`config.mk`:
```
export PLATFORM = sky130hd
export DESIGN_NAME = program_loader
export DESIGN_NICKNAME = d
export VERILOG_FILES = /design/src/rtl/program_loader.sv
export SDC_FILE = /design/constraint.sdc
export NUM_CORES = 1
export LEC_CHECK = 0
export ABC_AREA = 1
export BUFFER_PORTS_ARGS = -buffer_cell sky130_fd_sc_hd__buf_2
export CAP_MARGIN = 20
export CORE_ASPECT_RATIO = 1.1
export CORE_MARGIN = 2
export CORE_UTILIZATION = 58
export CTS_BUF_LIST = sky130_fd_sc_hd__clkbuf_4 sky130_fd_sc_hd__clkbuf_8 sky130_fd_sc_hd__clkbuf_16
export CTS_CLUSTER_DIAMETER = 60
export CTS_CLUSTER_SIZE = 28
export DETAILED_ROUTE_END_ITERATION = 10
export GPL_TIMING_DRIVEN = 0
export HOLD_SLACK_MARGIN = 0.12
export PLACE_DENSITY = 0.83
export SLEW_MARGIN = 40
export SYNTH_ARGS = -nofsm -noshare
export SYNTH_HDL_FRONTEND = slang
export SYNTH_SLANG_ARGS = --single-unit
```
`constraint.sdc`:
```
create_clock -name i_clock -period 3.5 [get_ports i_clock]
set_clock_uncertainty 0.1 [all_clocks]
set_input_delay 0.525 -clock i_clock [delete_from_list [all_inputs] [get_ports i_clock]]
set_output_delay 0.525 -clock i_clock [all_outputs]
set_load 0.02 [all_outputs]
```
`src/rtl/program_loader.sv`:
```
// Packs big-endian byte pairs from the UART receiver into instruction words,
// validates each opcode and writes the words sequentially into program RAM.
module program_loader #(
    parameter int unsigned NB_OPCODE  = 5,
    parameter int unsigned NB_OPERAND = 11,
    parameter int unsigned NB_BYTE    = 8,
    parameter int unsigned NB_ADDR    = 11,
    parameter int unsigned RAM_DEPTH  = 2048
) (
    input  logic                            i_clock,
    input  logic                            i_reset,
    input  logic                            i_start,
    input  logic [NB_BYTE-1:0]              i_rx_data,
    input  logic                            i_rx_valid,
    output logic                            o_wr_enb_prog,
    output logic [NB_ADDR-1:0]              o_wr_addr,
    output logic [NB_OPCODE+NB_OPERAND-1:0] o_wr_data,
    output logic                            o_busy,
    output logic                            o_done,
    output logic                            o_error,
    output logic [1:0]                      o_error_code,
    output logic [NB_ADDR:0]                o_word_count
);

    localparam int unsigned NB_WORD = NB_OPCODE + NB_OPERAND;
    localparam logic [NB_OPCODE-1:0] OPC_HALT = '0;
    localparam logic [NB_OPCODE-1:0] OPC_MAX  = NB_OPCODE'(7);
    localparam logic [NB_ADDR-1:0]   LAST_ADDR = NB_ADDR'(RAM_DEPTH - 1);
    localparam logic [1:0] ERR_NONE     = 2'b00;
    localparam logic [1:0] ERR_OPCODE   = 2'b01;
    localparam logic [1:0] ERR_OVERFLOW = 2'b10;

    typedef enum logic [2:0] {
        IDLE,
        WAIT_HIGH,
        WAIT_LOW,
        DONE,
        ERROR
    } state_t;

    state_t                 state_q,    state_d;
    logic [NB_BYTE-1:0]     hi_q,       hi_d;
    logic [NB_ADDR-1:0]     addr_q,     addr_d;
    logic                   wr_enb_q,   wr_enb_d;
    logic [NB_ADDR-1:0]     wr_addr_q,  wr_addr_d;
    logic [NB_WORD-1:0]     wr_data_q,  wr_data_d;
    logic                   busy_q,     busy_d;
    logic                   done_q,     done_d;
    logic                   error_q,    error_d;
    logic [1:0]             err_code_q, err_code_d;
    logic [NB_ADDR:0]       count_q,    count_d;

    always_comb begin
        state_d    = state_q;
        hi_d       = hi_q;
        addr_d     = addr_q;
        wr_enb_d   = 1'b0;
        wr_addr_d  = wr_addr_q;
        wr_data_d  = wr_data_q;
        done_d     = done_q;
        error_d    = error_q;
        err_code_d = err_code_q;
        count_d    = count_q;

        case (state_q)
            IDLE, DONE, ERROR: begin
                if (i_start) begin
                    state_d    = WAIT_HIGH;
                    addr_d     = '0;
                    done_d     = 1'b0;
                    error_d    = 1'b0;
                    err_code_d = ERR_NONE;
                    count_d    = '0;
                end
            end
            WAIT_HIGH: begin
                if (i_rx_valid) begin
                    if (i_rx_data[NB_BYTE-1 -: NB_OPCODE] > OPC_MAX) begin
                        state_d    = ERROR;
                        error_d    = 1'b1;
                        err_code_d = ERR_OPCODE;
                    end else begin
                        hi_d    = i_rx_data;
                        state_d = WAIT_LOW;
                    end
                end
            end
            WAIT_LOW: begin
                if (i_rx_valid) begin
                    wr_enb_d  = 1'b1;
                    wr_addr_d = addr_q;
                    wr_data_d = {hi_q, i_rx_data};
                    addr_d    = addr_q + NB_ADDR'(1);
                    count_d   = count_q + (NB_ADDR+1)'(1);
                    // HALT wins over overflow when it lands in the last slot
                    if (hi_q[NB_BYTE-1 -: NB_OPCODE] == OPC_HALT) begin
                        state_d = DONE;
                        done_d  = 1'b1;
                    end else if (addr_q == LAST_ADDR) begin
                        state_d    = ERROR;
                        error_d    = 1'b1;
                        err_code_d = ERR_OVERFLOW;
                    end else begin
                        state_d = WAIT_HIGH;
                    end
                end
            end
            default: state_d = IDLE;
        endcase

        busy_d = (state_d == WAIT_HIGH) || (state_d == WAIT_LOW);
    end

    always_ff @(posedge i_clock) begin
        if (i_reset) begin
            state_q    <= IDLE;
            hi_q       <= '0;
            addr_q     <= '0;
            wr_enb_q   <= 1'b0;
            wr_addr_q  <= '0;
            wr_data_q  <= '0;
            busy_q     <= 1'b0;
            done_q     <= 1'b0;
            error_q    <= 1'b0;
            err_code_q <= ERR_NONE;
            count_q    <= '0;
        end else begin
            state_q    <= state_d;
            hi_q       <= hi_d;
            addr_q     <= addr_d;
            wr_enb_q   <= wr_enb_d;
            wr_addr_q  <= wr_addr_d;
            wr_data_q  <= wr_data_d;
            busy_q     <= busy_d;
            done_q     <= done_d;
            error_q    <= error_d;
            err_code_q <= err_code_d;
            count_q    <= count_d;
        end
    end

    assign o_wr_enb_prog = wr_enb_q;
    assign o_wr_addr     = wr_addr_q;
    assign o_wr_data     = wr_data_q;
    assign o_busy        = busy_q;
    assign o_done        = done_q;
    assign o_error       = error_q;
    assign o_error_code  = err_code_q;
    assign o_word_count  = count_q;

endmodule

```
# After elaboration in Yosys (flattened, before gate mapping)
# Index checks and enable logic that the tools add are counted.
classes:
  n_addsub: 2
  order_cmp: 1
  n_eq_ne: 14
  mux: 31
  bitwise: 2
  reduce_logical: 12
ops:
  columns: ["cell", "count"]
  rows:
  - ["$mux 12", 2]
  - ["$pmux 12 s2", 1]
  - ["$mux 11", 2]
  - ["$pmux 11 s2", 1]
  - ["$mux 3", 6]
  - ["$ne 2x2->1 const B", 7]
  - ["$add 12x1->12 const B", 1]
  - ["$mux 2", 6]
  - ["$add 11x1->11 const B", 1]
  - ["$eq 11x11->1 const B", 1]
  - ["$eq 3x2->1 const B", 3]
  - ["$mux 1", 9]
  - ["$pmux 3 s3", 1]
  - ["$reduce_and 7->1", 1]
  - ["$eq 3x1->1 const B", 2]
  - ["$pmux 2 s3", 1]
  - ["$reduce_and 3->1", 2]
  - ["$gt 5x3->1 const B", 1]
  - ["$logic_not 5->1", 1]
  - ["$reduce_and 4->1", 1]
  - ["$eq 3x3->1 const B", 1]
  - ["$logic_not 3->1", 1]
  - ["$pmux 1 s3", 1]
  - ["$reduce_bool 3->1", 1]
  - ["7 further kinds", 8]
word_totals:
  ff_bits: 67
  input_bits: 12
  out_inout_bits: 45
  elab_cells: 73

# Logic depth before layout (Yosys ltp)
# Gate-level depths: netlist (run 1).
depth:
  depth_word: 7
  ltp_mapped: 13
  depth_no_buf: 12

# Worst setup path after synthesis (run 1)
# Ideal clock, no wire load.
synth_path:
  kind: "reg-to-reg"
  from: "reg addr_q[0]"
  to: "reg busy_q, in the netlist o_busy"
  setup_ns: 0.128
  t_arrival_ns: 1.382
  t_required_ns: 3.272
  path_slack_ns: 1.891
  path_stages_with_launch: 11
  path_buffers: 0
  period_less_slack_ns: 1.609
  cell_sequence: "dfxtp_1 > ha_1 > nand2_1 > nor2_1 > nand3_1 > nor2_1 > nor2_1 > nor2_1 > nand2_1 > nand2_1 > nor2_1"
synth_via:
  elab_chain_cells: 7
synth_rtl:
  columns: ["item", "line_no", "text"]
  rows:
  - ["start, declared", "43", "logic [NB_ADDR-1:0] addr_q, addr_d;"]
  - ["start signal, assigned", "130", "addr_q <= addr_d;"]
  - ["$eq 11x11->1 (*)", "99", "end else if (addr_q == LAST_ADDR) begin"]
  - ["$mux 3 (*)", "99", null]
  - ["$mux 3 (*)", "96", "if (hi_q[NB_BYTE-1 -: NB_OPCODE] == OPC_HALT) begin"]
  - ["$mux 3 (*)", "89", "if (i_rx_valid) begin"]
  - ["$pmux 3 s3 (*)", "65", "case (state_q)"]
  - ["$eq 3x1->1 / $eq 3x2->1 (equally long branches)", "111", "busy_d = (state_d == WAIT_HIGH) || (state_d == WAIT_LOW);"]
  - ["$logic_or 1x1->1 (*)", "111", null]
  - ["end signal, assigned", "134", "busy_q <= busy_d;"]
  - ["end, declared", "47", "logic busy_q, busy_d;"]
# Mark *: on every way between the ends. The rest lies on a longest branch, timed or not.
# A chain may end at the register's enable or synchronous reset.

# Worst setup path in the final report (run 1)
layout_path:
  from: "reg addr_q[1]"
  to: "reg busy_q, in the netlist o_busy"
# Same word-level chain as after synthesis.

==> reports/qor.csv, run 1 <==
metric;value;unit
relative slew slack;0.664;
CTS resizes;0;
Die ar.;5490;um^2
All-Layer GR Usage;0.266;
clk slew on worst S/H paths;0.08;ns
vias in the first global route;2628;
chip height;77.5;um
worst slew pin tran;0.505;ns
cts hold-fix bufs;0;
setup total negative slack;0;ns
RR Startpoint;addr_q[1];
cells on worst reg2reg path;10;
via count;2851;
Post-Syn Instances;403;
Num CTS Buffers;9;
largest net degree at the start of global routing;13;
syn avg cell area;7.07;um^2
pwr dens;480;nW/um^2
NumNets Final;484;
synthesized area;2850;um^2
reg2reg end;o_busy;
RSZ-0062 raised after global routing;false;
Final Hold Fails;0;
Max VDD drop;0.000543;V
WHS Endpoint;hi_q[6];
root buffer cell;clkbuf_8;
register area share after synthesis;0.471;
Leak;0.00162;uW
FMAX;507;MHz
first-pass GRT wire length;11700;um
hold slack;0.302;ns
final setup vio count;0;
Layout area overhead;20.5;%
Post-CTS Setup Bufs;0;
gr ovfl total;0;
switching share of power;0.241;
Power Total;1650;uW
Final ANT Viol Nets;0;
flop and latch count out of synthesis;67;
Final GP Congestion;0.859;
Die Span X;70.8;um
sequential fraction of design power;0.473;
DRT Wirelength;6870;um
Vias/cell;5.37;
most common cell after layout, fill and taps aside;nor2_1;
Pint;1250;uW
critical path peak fanout;5;
initial antenna violation count;0;
Ports;57;
# rows;26;
Synth Net Count;417;
synth unique cells;25;
Starting DRT DRC Count;168;
Net Switching;397;uW
Ys Warns;0;
data required time of the worst path;3.62;ns
Startpoint Class;flip-flop;
Initial Util;0.608;
Crit path arrival time;2.09;ns
PortBufs;56;
proportion of layout cells with a drive suffix above 1;0.204;
DRC;0;
Ant. Diodes;0;
Max-Cap Viols;0;
Pre-Repair DR Iteration Count;5;
core area;4680;um^2
final worst path period share;0.564;
mean routed wirelength per cell;12.9;um
fill count;380;
commonest cells after routing, fill and taps aside;84 x nor2_1, 68 x nand2_1, 67 x dfxtp_1, 59 x buf_2, 40 x o21ai_0;
final critical-path required period;1.97;ns
Hold Path Class;in2reg;
Hold Crit Start;i_reset;
DPL Wire Length;4760;um
Clock Latency Late Sink;0.34;ns
critical setup path kind;reg2reg;
worst hold stages;2;
clk sinks;67;
CTS tree;yes;
Comb pwr share;0.074;
clk buf depth;2;
H-tree levels;3;
clock share of power;0.453;
critical path endpoint category;flip-flop;
R2R Setup Slk;1.53;ns
Slew Limit Fails;0;
status;completed;
==> synthesized netlist by cell type <==
cell,n,area [um^2]
a31oi_1,1,6.26
inv_1,35,131
nand2_4,1,11.3
a21oi_1,30,150
buf_4,1,7.51
nor2_4,2,22.5
nor4_1,1,6.26
nand3b_1,1,7.51
nor3_1,12,60.1
nor2_2,2,12.5
buf_2,3,15.0
o21ai_0,40,200
clkbuf_1,8,30.0
nor3b_1,1,7.51
xor2_1,1,8.76
nand3_1,26,130
nor3_2,1,10.0
nor2_1,84,315
dfxtp_1,67,1340
nand2_1,68,255
inv_2,6,22.5
buf_6,2,22.5
o21bai_1,1,7.51
nand2_2,7,43.8
ha_1,2,25.0
==> worst max path at each step <==
stage	from	endpoint	cells after the start
6_report	addr_q[1]	o_busy	10
5_1_grt	addr_q[1]	o_busy	10
4_1_cts	addr_q[0]	o_busy	10
3_5_place_dp	i_reset	o_wr_data[0]	6
3_3_place_gp	i_rx_data[7]	o_busy	7
2_1_floorplan	addr_q[0]	o_busy	10
==> metrics by stage <==
stage,utilization,std cells,setup WS [ns],cell area [um^2]
final,0.733,531,1.53,3440
after global routing,0.733,531,1.37,3440
after CTS,0.733,531,1.58,3440
after detailed placement,0.683,515,1.57,3200
after global placement,0.683,515,1.58,3200
after floorplan,-,403,1.89,2850
==> routing by layer <==
layer	share of wire	GRT usage	vias up
met4	0.020	0.0906	0
met2	0.51	0.469	80
li1	-	-	1414
met5	0	0	-
met3	0.056	0.0766	16
met1	0.42	0.305	1341
==> layout make-up <==
class                      instances  area, um^2  share of cell area
clock inverter                     5        83.8              0.0244
inverter                          41         154              0.0448
multi-input combinational        281        1280               0.373
clock buffer                      11         151              0.0441
sequential                        67        1340               0.390
buffer                            14        75.1              0.0218
tap                               56        70.1              0.0204
timing repair buffer              56         280              0.0816
==> power by group through the flow <==
stage                     clock network, uW  registers (uW)  logic (uW)
after global routing                    787             781         134
after detailed placement                  0             798         119
after CTS                               753             780         122
after global placement                    0             797         118
final                                   748             780         122
after floorplan                           0             806        74.1
==> critical path, cell delays in order (launching register included) <==
cell and delay [ns]:
dfxtp_1 0.39, ha_1 0.22, nand2_1 0.09, nor2_1 0.24, nand3_1 0.17, nor2_1 0.27, nor2_1 0.07, nor2_1 0.14
nand2_1 0.07, nand2_1 0.05, nor2_1 0.04
==> registers in the layout, summed over array words and instances (netlist names) <==
register and count:
o_error_code 2, o_busy 1, o_error 1, state_q 3, o_word_count 12, o_done 1, o_wr_addr 11, o_wr_data 16
addr_q 11, o_wr_enb_prog 1, hi_q 8
==> logic make-up (layout without fill, tap and decap cells) <==
logic type               Yosys count  after routing  share of synthesized area
AO/OA/AOI/OAI                     72             72                      0.128
XOR/XNOR                           1              1                    0.00307
adder cells (fa/ha/maj)            2              2                    0.00878
buffers and inverters             55            127                     0.0803
flip-flops                        67             67                      0.471
AND/OR/NAND/NOR                  206            206                      0.309
No activity file was read; power rests on OpenSTA's default activity.
==> inputs of run 2 (changes only) <==
--- a/config.mk
+++ b/config.mk
@@ -5,19 +5,19 @@
 export SDC_FILE = /design/constraint.sdc
 export NUM_CORES = 1
 export LEC_CHECK = 0
-export ABC_AREA = 1
+export ABC_AREA = 0
 export BUFFER_PORTS_ARGS = -buffer_cell sky130_fd_sc_hd__buf_2
 export CAP_MARGIN = 20
 export CORE_ASPECT_RATIO = 1.1
 export CORE_MARGIN = 2
-export CORE_UTILIZATION = 58
+export CORE_UTILIZATION = 48
 export CTS_BUF_LIST = sky130_fd_sc_hd__clkbuf_4 sky130_fd_sc_hd__clkbuf_8 sky130_fd_sc_hd__clkbuf_16
 export CTS_CLUSTER_DIAMETER = 60
 export CTS_CLUSTER_SIZE = 28
 export DETAILED_ROUTE_END_ITERATION = 10
 export GPL_TIMING_DRIVEN = 0
 export HOLD_SLACK_MARGIN = 0.12
-export PLACE_DENSITY = 0.83
+export PLACE_DENSITY = 0.74
 export SLEW_MARGIN = 40
 export SYNTH_ARGS = -nofsm -noshare
 export SYNTH_HDL_FRONTEND = slang
==> constraint.sdc (replaced) <==
create_clock -name i_clock -period 1.7 [get_ports i_clock]
set_clock_uncertainty 0.1 [all_clocks]
set_input_delay 0.255 -clock i_clock [delete_from_list [all_inputs] [get_ports i_clock]]
set_output_delay 0.255 -clock i_clock [all_outputs]
set_load 0.02 [all_outputs]
==> reports/qor.csv, run 2 <==
metric;value;unit;change
synth unique cells;42;;+68%
top cell type's share of synthesized area;0.497;;+0.0262
syn avg cell area;8.49;um^2;+20%
# rows;28;;+7.7%
via count;2483;;-13%
PortBufs;56;;unchanged
clk buf depth;2;;unchanged
data required time of the worst path;1.83;ns;-1.79 ns
DRC;0;;unchanged
proportion of layout cells with a drive suffix above 1;0.292;;+0.0882
met3 Track Usage GR;0.0522;;-0.0244
ys async rst share;0;;unchanged
M1 GR Usage;0.257;;-0.0481
initial antenna violation count;0;;unchanged
pwr dens;851;nW/um^2;+77%
commonest cells after routing, fill and taps aside;64 x nand2_1, 63 x dfxtp_1, 58 x buf_2, 40 x nor2_1, 33 x a21oi_1;;
Main synth FF type;dfxtp_1;;
Pre-Repair DR Iteration Count;4;;-1
Ports;57;;unchanged
failing checks;setup timing;;
mean routed wirelength per cell;13.5;um;+4.5%
synthesized area;2700;um^2;-5.3%
Final Hold Fails;0;;unchanged
Die ar.;6240;um^2;+14%
final critical-path required period;1.87;ns;-0.106 ns
final setup vio count;16;;+16
Final ANT Viol Nets;0;;unchanged
hold slack;0.202;ns;-0.100 ns
Vias/cell;5.15;;-4.1%
most numerous cell in the Yosys netlist;dfxtp_1;;
Die Span X;75.5;um;+6.6%
critical path endpoint category;flip-flop;;
DPL Wire Length;4300;um;-9.7%
Slew Limit Fails;0;;unchanged
H-tree levels;3;;unchanged
Hold Path Class;in2reg;;
DRT Wirelength;6520;um;-5.2%
Ant. Diodes;0;;unchanged
vias in the first global route;2334;;-11%
Max VDD drop;0.000576;V;+6.1%
core area;5400;um^2;+15%
NumNets Final;416;;-14%
Final GP Congestion;0.811;;-5.6%
RSZ-0062 raised after global routing;true;;
CTS tree;yes;;
critical setup path kind;reg2reg;;
cell taking the most area after synthesis;dfxtp_1;;
global-route met2 utilization;0.373;;-0.0961
Initial Util;0.500;;-0.108
Leak;0.00148;uW;-8.3%
synth cell count leaders;67 x dfxtp_1, 66 x nand2_1, 41 x nor2_1, 35 x a21oi_1, 13 x xor2_1;;
All-Layer GR Usage;0.222;;-0.0442
FMAX;536;MHz;+5.7%
critical path peak fanout;7;;+2
busiest grt layer;met2;;
clk sinks;67;;unchanged
Place WS;-0.238;ns;-1.81 ns
first-pass GRT wire length;10300;um;-12%
EDFF count, synth;0;;unchanged
Post-Syn Instances;318;;-21%
chip height;82.7;um;+6.6%
Clock Latency Late Sink;0.35;ns;about the same
Starting DRT DRC Count;230;;+37%
Startpoint Class;flip-flop;;
Num CTS Buffers;9;;unchanged
Ys Warns;0;;unchanged
flop and latch count out of synthesis;67;;unchanged
worst slew pin tran;0.515;ns;+0.00987 ns
gr ovfl total;0;;unchanged
Layout area overhead;32.0;%;
synth top area cells;dfxtp_1 50%, nand2_1 9.2%, a21oi_1 6.5%;;
final worst path period share;1.10;;+0.534
Crit path arrival time;2.00;ns;-0.09 ns
root buffer cell;clkbuf_8;;
relative slew slack;0.657;;-0.00658
Synth Net Count;332;;-20%
status;finished, violations left;;
max reg flops;16;;unchanged
clk slew on worst S/H paths;0.07;ns;about the same
most common cell after layout, fill and taps aside;nand2_1;;
Max-Cap Viols;0;;unchanged
post-route setup slack;-0.167;ns;-1.69 ns
largest net degree at the start of global routing;13;;unchanged
register area share after synthesis;0.497;;+0.0262
==> run 2: changes by cell type in the layout (fill, tap and decap cells not counted), moves of 6 or more <==
| cell | previous run | this run |
|---|---|---|
| nor2_1 | 84 | 40 |
| nand2_2 | 7 | 1 |
| nand3_1 | 26 | 2 |
| nor3_1 | 12 | 3 |
| inv_2 | 6 | 0 |
| buf_4 | 1 | 7 |
| nand3_2 | 0 | 8 |
| dlygate4sd3_1 | 0 | 8 |
| nand4_1 | 0 | 9 |
| xnor2_1 | 0 | 6 |
| xor2_1 | 1 | 13 |
| mux2i_1 | 0 | 6 |
| inv_1 | 35 | 2 |
| o21ai_0 | 40 | 3 |
==> run 2: where the power goes <==
part | leakage [uW] | total (uW) | internal, uW | switching [uW]
Combinational | 0.000857 | 239 | 109 | 130
Sequential | 0.000543 | 1590 | 1580 | 7.87
Clock | 0.0000843 | 1200 | 565 | 640
==> run 2: cells by family after synthesis <==
family	synth area share
buffers and inverters	0.0329
multiplexers	0.0222
flip-flops	0.497
AO/OA/AOI/OAI	0.101
adder cells (fa/ha/maj)	0.00927
AND/OR/NAND/NOR	0.276
XOR/XNOR	0.0616
==> run 2: critical path, cell delays in order (launching register included) <==
cell	delay, ns
dfxtp_4	0.36
buf_6	0.11
and4b_1	0.23
or3_1	0.35
buf_6	0.16
clkbuf_16	0.15
nand2_4	0.05
xor2_1	0.18
nor2_1	0.08
==> run 2: path summary, 6_finish.rpt <==
path	slack [ns]	end	startpoint	depth (start not counted)
worst max-delay path	-0.17	addr_q[2]	state_q[0]	8
worst min-delay path	0.20	o_error	i_reset	3
worst max register to register	-0.17	addr_q[2]	state_q[0]	8
worst min register to register	0.35	o_wr_addr[4]	o_wr_addr[4]	2
==> run 2: metal layers <==
layer	part of all wire	wire, um
met1	0.42	2710
met2	0.52	3400
met3	0.048	311
met4	0.015	97
met5	0	0
==> run 2: what timing repair did <==
item / in CTS / in global routing
endpoints found under the setup margin: 34 / 59
hold buffers: 8 / 0
gates resized for setup: 18 / 25
gates cloned: 0 / 1
pin swaps: 7 / 11
endpoints found under the hold margin: 14 / 0
buffers inserted: 6 / 2
==> run 2: final cells by class <==
| class | instances | area, um^2 |
|---|---|---|
| clock inverters | 6 | 41.3 |
| inverters | 2 | 7.51 |
| multi-input cells | 231 | 1360 |
| clock buffers | 10 | 138 |
| well taps | 75 | 93.8 |
| fillers | 473 | 1830 |
| plain buffers | 18 | 120 |
| flip-flops and latches | 67 | 1350 |
| repair buffers | 73 | 449 |
==> run 2: stage by stage <==
step	power [uW]	std cells	setup TNS (ns)	area, um^2	util
3_5_place_dp	1800	449	-2.62	3090	0.572
6_report	3030	482	-1.59	3560	0.660
5_1_grt	3130	482	-2.44	3560	0.660
3_3_place_gp	1800	449	-2.32	3090	0.572
2_1_floorplan	1740	318	-0.0550	2710	-
4_1_cts	3030	479	-0.917	3460	0.641
